### src/rtl/branch_resolve.sv
// ---------------------------------------------------------------------------
// branch_resolve
// Resolves conditional branches, JAL and JALR from the operand comparator
// results, computes the redirect target and the pc+4 link value, and holds
// the result in a one-entry output register with a valid/ready handshake.
// The front end predicts not-taken, so every taken branch or jump redirects.
//
// Optional feature macro: BRANCH_STAT_EN
//   defined   : resolved-branch and taken-branch counters are instantiated.
//   undefined : stat_br_cnt and stat_tk_cnt are tied to zero.
// ---------------------------------------------------------------------------
module branch_resolve #(
    parameter int              XLEN     = 64,
    parameter logic [XLEN-1:0] RESET_PC = 64'h0000_0000_8000_0000
) (
    input  logic            clk,
    input  logic            rst_n,
    input  logic            flush,
    input  logic            in_valid,
    output logic            in_ready,
    input  logic [XLEN-1:0] in_pc,
    input  logic [XLEN-1:0] in_imm,
    input  logic [XLEN-1:0] in_rs1,
    input  logic [2:0]      in_funct3,
    input  logic            in_is_br,
    input  logic            in_is_jal,
    input  logic            in_is_jalr,
    input  logic            cmp_eq,
    input  logic            cmp_neq,
    input  logic            cmp_slt,
    input  logic            cmp_snlt,
    input  logic            cmp_uslt,
    input  logic            cmp_usnlt,
    output logic            res_valid,
    input  logic            res_ready,
    output logic            res_taken,
    output logic [XLEN-1:0] res_target,
    output logic [XLEN-1:0] res_link,
    output logic            res_misalign,
    output logic            res_illegal,
    output logic [XLEN-1:0] stat_br_cnt,
    output logic [XLEN-1:0] stat_tk_cnt
);

    typedef enum logic {
        EMPTY = 1'b0,
        FULL  = 1'b1
    } state_t;

    state_t          state_r;
    logic            accept_s;
    logic [XLEN-1:0] pc_imm_s;
    logic [XLEN-1:0] jalr_sum_s;
    logic [XLEN-1:0] link_s;
    logic [XLEN-1:0] target_s;
    logic            cond_s;
    logic            br_bad_s;
    logic            taken_s;
    logic            illegal_s;
    logic            misalign_s;

    // Mask that clears bit 0 of the JALR sum.
    localparam logic [XLEN-1:0] JALR_MASK = {{(XLEN-1){1'b1}}, 1'b0};

    assign res_valid  = (state_r == FULL);
    // A new beat may enter whenever the held result leaves in the same cycle.
    assign in_ready   = !res_valid || res_ready;
    assign accept_s   = in_valid && in_ready && !flush;

    // All address arithmetic wraps silently modulo 2^XLEN.
    assign pc_imm_s   = in_pc + in_imm;
    assign jalr_sum_s = in_rs1 + in_imm;
    assign link_s     = in_pc + XLEN'(4);

    // funct3 010/011 are not branch encodings; they resolve as illegal, not taken.
    assign br_bad_s   = (in_funct3 == 3'b010) || (in_funct3 == 3'b011);

    // Select the comparator bit that decides the conditional branch.
    always_comb begin
        cond_s = 1'b0;
        case (in_funct3)
            3'b000:  cond_s = cmp_eq;
            3'b001:  cond_s = cmp_neq;
            3'b100:  cond_s = cmp_slt;
            3'b101:  cond_s = cmp_snlt;
            3'b110:  cond_s = cmp_uslt;
            3'b111:  cond_s = cmp_usnlt;
            default: cond_s = 1'b0;
        endcase
    end

    // Resolve taken/target/illegal with priority jalr > jal > br.
    always_comb begin
        taken_s   = 1'b0;
        target_s  = link_s;
        illegal_s = 1'b0;
        if (in_is_jalr) begin
            taken_s   = 1'b1;
            target_s  = jalr_sum_s & JALR_MASK;
            illegal_s = 1'b0;
        end else if (in_is_jal) begin
            taken_s   = 1'b1;
            target_s  = pc_imm_s;
            illegal_s = 1'b0;
        end else if (in_is_br) begin
            taken_s   = cond_s && !br_bad_s;
            target_s  = pc_imm_s;
            illegal_s = br_bad_s;
        end else begin
            taken_s   = 1'b0;
            target_s  = link_s;
            illegal_s = 1'b0;
        end
    end

    // Misalignment only matters when the redirect is actually taken.
    assign misalign_s = taken_s && (target_s[1:0] != 2'b00);

    // Output register FSM: flush beats both accept and hold; stall keeps res_* stable.
    always_ff @(posedge clk) begin
        if (!rst_n) begin
            state_r      <= EMPTY;
            res_taken    <= 1'b0;
            res_target   <= RESET_PC;
            res_link     <= {XLEN{1'b0}};
            res_misalign <= 1'b0;
            res_illegal  <= 1'b0;
        end else if (flush) begin
            state_r      <= EMPTY;
        end else begin
            case (state_r)
                EMPTY: begin
                    if (accept_s) begin
                        state_r <= FULL;
                    end else begin
                        state_r <= EMPTY;
                    end
                end
                FULL: begin
                    if (accept_s) begin
                        state_r <= FULL;
                    end else if (res_ready) begin
                        state_r <= EMPTY;
                    end else begin
                        state_r <= FULL;
                    end
                end
                default: state_r <= EMPTY;
            endcase
            if (accept_s) begin
                res_taken    <= taken_s;
                res_target   <= target_s;
                res_link     <= link_s;
                res_misalign <= misalign_s;
                res_illegal  <= illegal_s;
            end
        end
    end

`ifdef BRANCH_STAT_EN
    logic [XLEN-1:0] br_cnt_r;
    logic [XLEN-1:0] tk_cnt_r;

    // Count accepted branches and accepted taken branches; flushed beats never count.
    always_ff @(posedge clk) begin
        if (!rst_n) begin
            br_cnt_r <= {XLEN{1'b0}};
            tk_cnt_r <= {XLEN{1'b0}};
        end else if (accept_s && in_is_br) begin
            br_cnt_r <= br_cnt_r + XLEN'(1);
            if (taken_s) begin
                tk_cnt_r <= tk_cnt_r + XLEN'(1);
            end
        end
    end

    assign stat_br_cnt = br_cnt_r;
    assign stat_tk_cnt = tk_cnt_r;
`else
    assign stat_br_cnt = {XLEN{1'b0}};
    assign stat_tk_cnt = {XLEN{1'b0}};
`endif

endmodule
### config.mk
export PLATFORM = sky130hd
export DESIGN_NAME = branch_resolve
export DESIGN_NICKNAME = d
export VERILOG_FILES = /design/src/rtl/branch_resolve.sv
export SDC_FILE = /design/constraint.sdc
export NUM_CORES = 1
export LEC_CHECK = 0
export BUFFER_PORTS_ARGS = -buffer_cell sky130_fd_sc_hd__buf_4
export CAP_MARGIN = 20
export CORE_MARGIN = 2
export CORE_UTILIZATION = 45
export CTS_CLUSTER_DIAMETER = 200
export DETAILED_ROUTE_END_ITERATION = 10
export PLACE_DENSITY = 0.7
export SYNTH_ARGS = -nofsm -noshare
export SYNTH_HDL_FRONTEND = slang
export SYNTH_SLANG_ARGS = --single-unit
export TNS_END_PERCENT = 100
### constraint.sdc
create_clock -name clk -period 3.6 [get_ports clk]
set_clock_uncertainty 0.1 [all_clocks]
set_input_delay 0.36 -clock clk [delete_from_list [all_inputs] [get_ports clk]]
set_output_delay 0.36 -clock clk [all_outputs]
set_load 0.05 [all_outputs]
* Word-level counts from Yosys, hierarchy flattened *
Index checks and enable logic that the tools add are counted.

word-level totals
  word-level logic and storage cells = 46
  register bits = 132
  input bits = 209

operators by class
  bitwise gates (word level) = 3
  muxes and demuxes = 14
  add/subtract/negate cells = 3
  reductions and logical operators = 13
  equal/unequal tests = 7

operators with widths
  cell                     number
  $mux W64                 3
  $add A64 B64 Y64         2
  $add A64 B3 Y64 const B  1
  $eq A3 B3 Y1 const B     4
  $mux W1                  9
  $eq A3 B2 Y1 const B     2
  $pmux W1 S6              1
  $logic_and A1 B1 Y1      4
  $eq A3 B1 Y1 const B     1
  $logic_not A1 Y1         3
  $logic_not A3 Y1         1
  $not A1 Y1               3
  $logic_or A1 B1 Y1       2
  $pmux W1 S2              1
  $reduce_and A2 Y1        1
  $reduce_bool A2 Y1       1
  $reduce_or A2 Y1         1

* Logic depth before layout (Yosys ltp) *
  depth in word-level cells = 8
  depth in mapped cells = 14
  gate-level depth less buffers = 14

* Worst setup path before layout *
No wires, ideal clock.

  kind = input-to-reg
  from = in in_imm[0]
  to = reg res_target[44]
  cell stages on the path = 13
  data arrival time = 3.028 ns
  path buffers = 0
  slack = 0.412 ns
  cell sequence = and2_1 -> fa_1 -> a21oi_1 -> o211ai_2 -> a221oi_2 -> nor2_1 -> a311oi_1 -> o22ai_1 -> a21boi_0 -> xor2_1 -> a221oi_1 -> o21ai_0 -> nand2_1

between the ends
  longest elaborated chain between the ends = 4
  elaborated cells between the ends (all ways) = 5
  classes of those cells = add/sub (2); mux (3)

ends and longest elaborated chain
  what                    line  RTL
  start: declaration      22    input logic [XLEN-1:0] in_imm,
  $add A64 B64 Y64        71    assign pc_imm_s = in_pc + in_imm;
  $mux W64                105   end else if (in_is_br) begin
  $mux W64                101   end else if (in_is_jal) begin
  $mux W64 (*)            97    if (in_is_jalr) begin
  end signal: assignment  152   res_target <= target_s;
  end: declaration        37    output logic [XLEN-1:0] res_target,

Mark *: on every way between the ends. The rest lies on a longest branch, timed or not.
A chain may end at the register's enable or synchronous reset.

* Worst setup path in the final report *
  from = in in_imm[0]
  to = reg res_target[56]

The elaborated chain is that of the path after synthesis.

==> run metrics <==
combinational power share around half; CTS max path bufs 2; standard-cell rows 67; Synth-to-Final Area Change 26.7%; CP max stage delay about 0.38 ns; Initial Utilization 45.3%; core area 0.0333 mm2; die height 187 um; Final Setup Violations 0; die width 187 um; CP Launch Type input port; fin crit share 91.5%; clk slew on worst S/H paths roughly 0.070 ns; setup TNS 0 ns; synthesized cell area around 0.015 mm2; CP Capture Type register; sequential share of power 24.2%; drt pass-1 iters 7; placed wire-length estimate about 51000 um; DRT Wirelength about 63000 um; setup bufs post-CTS 0; post-synthesis sequential area ratio 17.5%; CP bufs+invs 2; count of cells resized by post-cts repair 0; ant diodes 0; Worst path depth 15; final hold vios 0; Layout Nets 2816; CP Launch Point in_imm[0]; RSZ-0062 raised after global routing false; cells along the critical path buf_4 -> and2_1 -> fa_1 -> a21oi_1 -> o211ai_2 -> a221oi_2 -> nor2_1 -> a311oi_1 -> buf_4 -> o22ai_1 -> a211oi_1 -> a21oi_1 -> xnor2_1 -> nand2_1 -> and4_1; Boundary Pins 470; Peak VDD IR ~0.33 mV; hold_ws 0.0597 ns; Die ar. 0.0350 mm2; switching power 3090 uW; Power Density 355 mW/mm2; syn avg cell area 7.33 um2; vias in the first global route 16000; Via Count ~17000; Num CTS Buffers 17; vias per cell 5.87; Max-Cap Viols 0; Starting DRT DRC Count ~1600; Overall Global Routing Usage between 30% and 40%; asr flop ratio synth 0%; non-filler instance count after layout 2940; total gr overflow 0; ratio of cells with drive above 1 in the final layout 23.4%; clk_lat worst skew about 0.44 ns; final instance area roughly 0.019 mm2; largest net degree at the start of global routing 128; CP delay by family, top compound AO/OA/AOI/OAI gates; arrival time at the worst endpoint 3.53 ns; Antenna Nets Post-Route 0; post-DR wirelength/cell 21.4 um; Mapped Cells roughly 2000; Hold Crit Class in -> reg; Final Power between 6000 and 7000 uW; Residual DRC 0; max-slew violations 0; post-route minimum period 3.29 ns; Seq cells post-synth between 100 and 150; CTS tree built; RR Startpoint res_valid; clock sinks 132; post-synthesis cell type count 87; Post-synth EDFFs 0; hold path depth 2; Static Leak a little under 0.009 uW; IO buf count 341; Placer Congestion 0.986; CP Class in -> reg; Worst Hold Launch in_pc[2]; status completed; initial antenna violation count 0; Achievable Freq 304 MHz; R2R cell count 6; worst-path maximum fanout 3; crit path max-delay cell type fa_1; first-pass GRT wire length between 90000 and 100000 um; placed cells ~2900; synth warn 0; internal power roughly 3700 uW; CTS Root Cell clkbuf_16; switch share 45.6%; Req. time, crit path roughly 3.8 ns; Synth Flop Type dfxtp_1; H-tree depth 4; cell area after placement 0.0185 mm2; Slew HR 48.8%; measured slew at the worst slew-check pin 0.768 ns; clock power share between 20% and 30%
-- cell usage in the layout, fill, tap and decap left out, drive strengths merged, types with 52 or more instances in the layout --
master | Yosys | final
a21oi | 193 | 193
dfxtp | 132 | 132
xnor2 | 88 | 88
buf | 149 | 510
a211oi | 111 | 111
nand3 | 59 | 59
nand2 | 188 | 188
nor2 | 212 | 212
xor2 | 85 | 85
conb | 1 | 128
ha | 126 | 126
o21ai | 128 | 128
a21o | 54 | 54
nand4 | 52 | 52
-- path summary, 6_finish.rpt --
check / end / slack [ns]
min reg2reg: res_target[47] / 0.35
min: res_link[2] / 0.06
max: res_target[56] / 0.31
max reg2reg: res_target[22] / 1.05
-- state kept, by name, indices dropped and copies added (netlist names) --
name / flops
res_valid: 1
res_link: 64
res_misalign: 1
res_taken: 1
res_target: 64
res_illegal: 1
-- power by group through the flow --
stage | Clock (uW) | Sequential (uW) | Combinational (uW)
after floorplan | 0 | 2020 | 1890
after global placement | 0 | 1670 | 3280
after detailed placement | 0 | 1670 | 3290
after CTS | 1780 | 1640 | 3310
after global routing | 1850 | 1650 | 3570
final | 1770 | 1640 | 3360
-- what timing repair did --
action,in CTS,in global routing
endpoints found under the hold margin,1,0
hold buffers,1,0
setup endpoints to repair,0,0
-- Yosys cell counts, drive strengths merged (4+ instances only) --
master / instances / area, um2
nor4: 13 / 81.3
o221ai: 6 / 52.6
o211a: 14 / 140
o21bai: 21 / 158
o21ai: 128 / 641
clkbuf: 85 / 333
nor3: 28 / 140
o31a: 4 / 35.0
or2: 9 / 56.3
mux2i: 11 / 110
and4: 11 / 101
nor2b: 18 / 113
inv: 34 / 128
a22oi: 4 / 30.0
nand3: 59 / 295
o2111ai: 5 / 43.8
nand4: 52 / 325
a31oi: 17 / 113
xor2: 85 / 744
dfxtp: 132 / 2640
or3: 5 / 31.3
o31ai: 12 / 95.1
o21a: 17 / 128
a21o: 54 / 405
buf: 149 / 1100
and3: 25 / 159
xnor2: 88 / 771
nand2b: 17 / 106
ha: 126 / 1580
o22ai: 8 / 50.1
a21oi: 193 / 977
a211oi: 111 / 851
o211ai: 29 / 238
a21boi: 11 / 82.6
nand2: 188 / 706
a22o: 4 / 35.0
nor2: 212 / 798
and2: 17 / 106
a221oi: 10 / 93.8
-- routing by layer --
layer  wire length [um]  part of all wire (%)  global-route usage (%)  vias to the layer above
li1                   -                     -                       -                     8113
met1              27100                    43                    46.0                     8052
met2              28600                    45                    57.3                      935
met3               4810                   7.6                    4.15                      148
met4               2570                   4.1                    13.4                        0
met5                  0                     0                       0                        -
-- final cells by class --
cell class	instances	area, um2
fill	3262	14200
timing repair buffer	511	3850
clock buffer	18	439
multi-input combinational	1782	11300
sequential	132	2640
tap	448	561
inverter	35	131
clock inverter	14	130
-- cell families after synthesis --
logic type,after synthesis,synth area share [%]
AO/OA/AOI/OAI,672,29.4
AND/OR/NAND/NOR,668,20.9
buffers and inverters,271,10.5
XOR/XNOR,173,10.0
flip-flops,132,17.5
adder cells (fa/ha/maj),128,10.7
multiplexers,13,0.954
other,1,0.0249
-- metrics by stage --
stage	setup WS [ns]	util (%)
2_1_floorplan	0.412	-
3_3_place_gp	-0.0577	55.7
3_5_place_dp	-0.0357	55.7
4_1_cts	0.398	57.4
5_1_grt	0.150	57.4
6_report	0.307	57.4
(Power assumes the default switching activity.)
